File: config.mk
export PLATFORM = sky130hd
export DESIGN_NAME = rst_sequencer_flat
export DESIGN_NICKNAME = d
export VERILOG_FILES = /design/src/rtl/rst_sequencer_if.sv /design/src/rtl/rst_sequencer.sv /design/src/flat_wrapper.sv
export SDC_FILE = /design/constraint.sdc
export NUM_CORES = 1
export LEC_CHECK = 0
export ABC_AREA = 1
export CAP_MARGIN = 25
export CORE_MARGIN = 3
export CORE_UTILIZATION = 38
export DETAILED_ROUTE_END_ITERATION = 7
export SLEW_MARGIN = 30
export SYNTH_ARGS = -nofsm -noshare
export SYNTH_HDL_FRONTEND = slang
export SYNTH_SLANG_ARGS = --single-unit
export TNS_END_PERCENT = 1
File: constraint.sdc
create_clock -name CLK -period 1.6 [get_ports CLK]
set_input_delay 0.32 -clock CLK [delete_from_list [all_inputs] [get_ports CLK]]
set_output_delay 0.32 -clock CLK [all_outputs]
set_load 0.05 [all_outputs]
File: src/rtl/rst_sequencer_if.sv
// Handshake bundle between the reset sequencer and the per-domain reset logic.
// The sequencer takes the master modport; the domain/software side takes slave.
interface rst_sequencer_if #(
  parameter int NUM_DOMAINS = 3,
  parameter int CNT_WIDTH   = 8
);
  logic                   SW_RST_REQ;
  logic [CNT_WIDTH-1:0]   Gap_Cycles;
  logic [NUM_DOMAINS-1:0] Domain_Ack;
  logic [NUM_DOMAINS-1:0] Domain_RST_N;
  logic                   Seq_Busy;
  logic                   Seq_Done;
  logic                   Timeout_Err;

  modport master (
    input  SW_RST_REQ, Gap_Cycles, Domain_Ack,
    output Domain_RST_N, Seq_Busy, Seq_Done, Timeout_Err
  );

  modport slave (
    output SW_RST_REQ, Gap_Cycles, Domain_Ack,
    input  Domain_RST_N, Seq_Busy, Seq_Done, Timeout_Err
  );
endinterface

File: src/rtl/rst_sequencer.sv
// Releases domain resets one at a time in index order, waiting for each ack plus a gap.
// Optional macro RST_SEQ_REVERSE_ASSERT_EN: software re-reset asserts domains in reverse order.
module rst_sequencer #(
  parameter int NUM_DOMAINS = 3,
  parameter int CNT_WIDTH   = 8,
  parameter int HOLD_CYCLES = 16,
  parameter int ACK_TIMEOUT = 64
) (
  input  logic           CLK,
  input  logic           RST,
  rst_sequencer_if.master seq_io
);

  localparam int IDX_W  = (NUM_DOMAINS > 1) ? $clog2(NUM_DOMAINS) : 1;
  localparam int HOLD_W = $clog2(HOLD_CYCLES + 1);
  localparam int TO_W   = $clog2(ACK_TIMEOUT + 1);

  typedef enum logic [2:0] {
    HOLD,
    WAIT_ACK,
    GAP,
    DONE
`ifdef RST_SEQ_REVERSE_ASSERT_EN
    , ASSERT
`endif
  } state_t;

  state_t                 state_q;
  logic [IDX_W-1:0]       idx_q;
  logic [HOLD_W-1:0]      holdCnt_q;
  logic [TO_W-1:0]        toCnt_q;
  logic [CNT_WIDTH-1:0]   gapCnt_q;
  logic [NUM_DOMAINS-1:0] domRstN_q;
  logic                   busy_q;
  logic                   done_q;
  logic                   tErr_q;

  // A software request outranks every state; in reverse mode it is ignored while already asserting.
  always_ff @(posedge CLK or negedge RST) begin
    if (!RST) begin
      state_q   <= HOLD;
      idx_q     <= '0;
      holdCnt_q <= '0;
      toCnt_q   <= '0;
      gapCnt_q  <= '0;
      domRstN_q <= '0;
      busy_q    <= 1'b1;
      done_q    <= 1'b0;
      tErr_q    <= 1'b0;
    end else if (seq_io.SW_RST_REQ
`ifdef RST_SEQ_REVERSE_ASSERT_EN
                 && (state_q != ASSERT)
`endif
                ) begin
      holdCnt_q <= '0;
      toCnt_q   <= '0;
      tErr_q    <= 1'b0;
      done_q    <= 1'b0;
      busy_q    <= 1'b1;
`ifdef RST_SEQ_REVERSE_ASSERT_EN
      state_q   <= ASSERT;
      idx_q     <= IDX_W'(NUM_DOMAINS - 1);
      gapCnt_q  <= seq_io.Gap_Cycles;
      domRstN_q[NUM_DOMAINS-1] <= 1'b0;
`else
      state_q   <= HOLD;
      idx_q     <= '0;
      gapCnt_q  <= '0;
      domRstN_q <= '0;
`endif
    end else begin
      case (state_q)
        HOLD: begin
          if (holdCnt_q == HOLD_W'(HOLD_CYCLES - 1)) begin
            domRstN_q[idx_q] <= 1'b1;
            toCnt_q          <= '0;
            state_q          <= WAIT_ACK;
          end else begin
            holdCnt_q <= holdCnt_q + 1'b1;
          end
        end
        WAIT_ACK: begin
          if (seq_io.Domain_Ack[idx_q]) begin
            gapCnt_q <= seq_io.Gap_Cycles;
            state_q  <= GAP;
          end else if (toCnt_q == TO_W'(ACK_TIMEOUT - 1)) begin
            // A silent domain is left released; the error is reported, not retried.
            tErr_q   <= 1'b1;
            gapCnt_q <= seq_io.Gap_Cycles;
            state_q  <= GAP;
          end else begin
            toCnt_q <= toCnt_q + 1'b1;
          end
        end
        GAP: begin
          if (gapCnt_q != '0) begin
            gapCnt_q <= gapCnt_q - 1'b1;
          end else if (idx_q == IDX_W'(NUM_DOMAINS - 1)) begin
            domRstN_q <= '1;
            busy_q    <= 1'b0;
            done_q    <= 1'b1;
            state_q   <= DONE;
          end else begin
            idx_q                   <= idx_q + 1'b1;
            domRstN_q[idx_q + 1'b1] <= 1'b1;
            toCnt_q                 <= '0;
            state_q                 <= WAIT_ACK;
          end
        end
        DONE: begin
          domRstN_q <= '1;
          busy_q    <= 1'b0;
          done_q    <= 1'b1;
        end
`ifdef RST_SEQ_REVERSE_ASSERT_EN
        // Walk idx downward, dropping one domain per Gap_Cycles+1 edges; domain 0 leads into HOLD.
        ASSERT: begin
          if (gapCnt_q != '0) begin
            gapCnt_q <= gapCnt_q - 1'b1;
          end else if (idx_q == '0) begin
            state_q <= HOLD;
          end else begin
            domRstN_q[idx_q - 1'b1] <= 1'b0;
            if (idx_q == IDX_W'(1)) begin
              idx_q     <= '0;
              gapCnt_q  <= '0;
              holdCnt_q <= '0;
              state_q   <= HOLD;
            end else begin
              idx_q    <= idx_q - 1'b1;
              gapCnt_q <= seq_io.Gap_Cycles;
            end
          end
        end
`endif
        default: begin
          state_q <= HOLD;
        end
      endcase
    end
  end

  assign seq_io.Domain_RST_N = domRstN_q;
  assign seq_io.Seq_Busy     = busy_q;
  assign seq_io.Seq_Done     = done_q;
  assign seq_io.Timeout_Err  = tErr_q;

endmodule

File: src/flat_wrapper.sv
// flat-port wrapper written by rule: the top's interface ports become plain ports
module rst_sequencer_flat 
#(
  parameter int NUM_DOMAINS = 3,
  parameter int CNT_WIDTH   = 8,
  parameter int HOLD_CYCLES = 16,
  parameter int ACK_TIMEOUT = 64
)
  (CLK, RST, seq_io_SW_RST_REQ, seq_io_Gap_Cycles, seq_io_Domain_Ack, seq_io_Domain_RST_N, seq_io_Seq_Busy, seq_io_Seq_Done, seq_io_Timeout_Err);
  rst_sequencer_if #(.NUM_DOMAINS(NUM_DOMAINS), .CNT_WIDTH(CNT_WIDTH)) seq_io_i ();
  input  logic CLK;
  input  logic RST;
  input wire logic [$bits(seq_io_i.SW_RST_REQ)-1:0] seq_io_SW_RST_REQ;
  input wire logic [$bits(seq_io_i.Gap_Cycles)-1:0] seq_io_Gap_Cycles;
  input wire logic [$bits(seq_io_i.Domain_Ack)-1:0] seq_io_Domain_Ack;
  output wire logic [$bits(seq_io_i.Domain_RST_N)-1:0] seq_io_Domain_RST_N;
  output wire logic [$bits(seq_io_i.Seq_Busy)-1:0] seq_io_Seq_Busy;
  output wire logic [$bits(seq_io_i.Seq_Done)-1:0] seq_io_Seq_Done;
  output wire logic [$bits(seq_io_i.Timeout_Err)-1:0] seq_io_Timeout_Err;
  assign seq_io_i.SW_RST_REQ = seq_io_SW_RST_REQ;
  assign seq_io_i.Gap_Cycles = seq_io_Gap_Cycles;
  assign seq_io_i.Domain_Ack = seq_io_Domain_Ack;
  assign seq_io_Domain_RST_N = seq_io_i.Domain_RST_N;
  assign seq_io_Seq_Busy = seq_io_i.Seq_Busy;
  assign seq_io_Seq_Done = seq_io_i.Seq_Done;
  assign seq_io_Timeout_Err = seq_io_i.Timeout_Err;
  rst_sequencer #(.NUM_DOMAINS(NUM_DOMAINS), .CNT_WIDTH(CNT_WIDTH), .HOLD_CYCLES(HOLD_CYCLES), .ACK_TIMEOUT(ACK_TIMEOUT)) u_core (.CLK(CLK), .RST(RST), .seq_io(seq_io_i));
endmodule
==> impl_metrics.tcl <==
set metrics [dict create \
    status "finished with violations" \
    violations "setup timing" \
    vias_per_cell 4.74 \
    cts.clk_slew.worst_paths_ns 0.07 \
    final_cell_mix "nand2_1 (79), nor2_1 (30), dfrtp_1 (29)" \
    drtIter0Drc 94 \
    rsz0062_at_grt "yes" \
    grt_pass1_wl_mm 8.21 \
    grt_pass1_vias 1851 \
    final_layout_size_suffix_gt1_share_pct 23.7 \
    cts_setup_buffers 0 \
    hold_violations 0 \
    path_delay_family "simple AND/OR/NAND/NOR gates" \
    cts_root_buf "clkbuf_8" \
    fin_nets 347 \
    portBuffers 19 \
    syn_area_sq_um 2010 \
    fin_skew_ns 0.00492 \
    cts_buffers 5 \
    worstHoldPathType "input pin to asynchronous set/reset pin" \
    drt-pass1-iter-count 4 \
    path_class "flip-flop to flip-flop" \
    antenna_found_initial 0 \
    power_density_nw_per_um2 1530 \
    cts_buffer_depth 2 \
    tritoncts "built" \
    grt.busiest_layer "met2" \
    max-cap-violations 0 \
    fin_crit_ns 1.67 \
    die_h_microns 78.7 \
    cp.required_ns 1.77 \
    ys_types 36 \
    crit_chain "ha_2, nand2_2, nor2_2, ha_2, inv_2, nand3_4, nor2_4, buf_4, inv_2, buf_4, nand2_1, a21oi_1" \
    grt_use_met1_pct 20.7 \
    rows 25 \
    yosys_register_bits 30 \
    totalWireLength_mm 4.69 \
    dieArea_sq_um 6200 \
    cp-start-kind "flip-flop" \
    cp_max_fo 4 \
    wl_per_cell_microns 12.0 \
    fin_util_pct 53.0 \
    start_util_pct 40.9 \
    ant_nets 0 \
    syn_avg_cell_area_sq_um 7.23 \
    endpoint_kind "flip-flop" \
    grt_util_met3_pct 3.74 \
    dpl_worst_slack_ns -0.205 \
    max_stage_delay_ns 0.38 \
    drv_slew 0 \
    fin_crit_sh_pct 104 \
    drc 0 \
    grtUsageMet2_pct 28.2 \
    p_leak_nw 1.30 \
    fp.dieW_microns 78.7 \
    hpwl_mm 3.56 \
    grt_max_degree 31 \
    cp.buffers_inverters 4 \
    cts.sinks 30 \
    area_growth_pct 29.5 \
    core_sq_um 4910 \
    slew_headroom_pct 79.4 \
    io_pins 20 \
    gr-usage-all-layers_pct 16.8 \
    slowest_stage "dfrtp_1" \
    synth_warnings 0 \
    grt.overflow.total 0 \
    insertion_delay_ns 0.28 \
    final_common_cell "nand2_1" \
    synth_cells 278 \
    yosysSeqAreaShare_pct 37.4 \
    max_freq_mhz 599 \
    peakVddDrop_v 0.000834 \
    tightest_slew_ns 0.306 \
    critPathArrivalTime_ns 1.84 \
    finalWeightedCongestion 0.849 \
    diodes 0 \
    htree_levels 2 \
    cts_hold_buf 0 \
    syn-num-nets 301 \
    vias 1860 \
    setup_slack_ns -0.0695 \
    setup_viol 12 \
]
per-layer routing:
layer	share of wire (%)	wire length [microns]
met5	0	0
met2	47	2200
met4	1.7	81
met1	48	2240
met3	3.5	165
power by group:
| group | leakage [nW] | internal [mW] | total [mW] | switching (mW) |
|---|---|---|---|---|
| Clock | 0.0579 | 0.458 | 0.758 | 0.300 |
| Sequential | 0.397 | 0.971 | 1.16 | 0.188 |
| Combinational | 0.846 | 0.826 | 2.06 | 1.24 |
per-stage QoR:
stage / area [sq um] / total power, mW / hold WS [ns] / TNS (ns) / std cells
floorplan: 2020 / 2.48 / 0.0244 / -0.00368 / 278
CTS: 2570 / 3.95 / 0.396 / -0.697 / 392
detailed placement: 2450 / 3.16 / 0.486 / -3.32 / 384
finish: 2600 / 3.98 / 0.394 / -0.456 / 392
global placement: 2450 / 3.14 / 0.478 / -2.76 / 384
global route: 2600 / 4.31 / 0.404 / -2.35 / 392
synth_stat cells:
cell,n,area [sq um]
nand2_1,83,312
nor2_1,33,124
dfrtp_1,29,726
inv_1,28,105
nand3_1,27,135
o21ai_0,10,50.1
ha_1,9,113
o21ai_1,6,30.0
inv_2,5,18.8
nor2_2,5,31.3
o21ai_2,4,35.0
nand2_2,3,18.8
o22ai_1,3,18.8
a21oi_1,2,10.0
a31oi_1,2,12.5
buf_2,2,10.0
buf_6,2,22.5
nand3b_1,2,15.0
nand4_1,2,12.5
nor2_4,2,22.5
o211ai_1,2,15.0
o21bai_1,2,15.0
or2_2,2,12.5
a21oi_2,1,8.76
and2_1,1,6.26
dfstp_2,1,26.3
nand2_4,1,11.3
nand3_2,1,10.0
nand3_4,1,17.5
nand4_4,1,21.3
nor3_1,1,5.00
o21a_1,1,7.51
o221ai_1,1,8.76
or2_0,1,6.26
xnor2_1,1,8.76
xor2_1,1,8.76
final timing paths:
kind / depth (start not counted) / start / slack, ns / endpoint
setup / recovery: 12 / u_core.holdCnt_q[1] / -0.07 / u_core.state_q[0]
hold / removal: 2 / RST / 0.39 / u_core.gapCnt_q[7]
setup reg to reg: 12 / u_core.holdCnt_q[1] / -0.07 / u_core.state_q[0]
hold reg to reg: 2 / u_core.seq_io.Timeout_Err / 0.49 / u_core.seq_io.Timeout_Err
max in group asynchronous: 2 / RST / 0.97 / u_core.seq_io.Seq_Busy
min in group CLK: 2 / u_core.seq_io.Timeout_Err / 0.49 / u_core.seq_io.Timeout_Err
flip-flops by register name, indices dropped and copies added (netlist names):
name	count
u_core.state_q	2
u_core.seq_io.Seq_Busy	1
u_core.gapCnt_q	8
u_core.holdCnt_q	5
u_core.toCnt_q	7
u_core.seq_io.Timeout_Err	1
u_core.seq_io.Domain_RST_N	3
u_core.seq_io.Seq_Done	1
u_core.idx_q	2
cell type report:
cell class	count	area, sq um
clock buffer	5	68.8
clock inverter	3	40.0
fill	493	2310
inverter	33	124
multi-input combinational	211	1150
sequential	30	752
tap	67	83.8
timing repair buffer	43	384
cell families after synthesis:
| family | Yosys count | synth area share [%] |
|---|---|---|
| and+or+nand+nor | 166 | 37.8 |
| DFF | 30 | 37.4 |
| buffers and inverters | 37 | 7.78 |
| xor gates and xnor gates | 2 | 0.871 |
| adders and majority gates | 9 | 5.60 |
| AOI/OAI and AO/OA | 34 | 10.5 |
repair_timing:
| item | CTS | global route |
|---|---|---|
| setup endpoints to repair | 15 | 25 |
| pin swaps | 5 | 1 |
| gates cloned | 0 | 0 |
| gates resized for setup | 4 | 9 |
(Power assumes the default switching activity.)
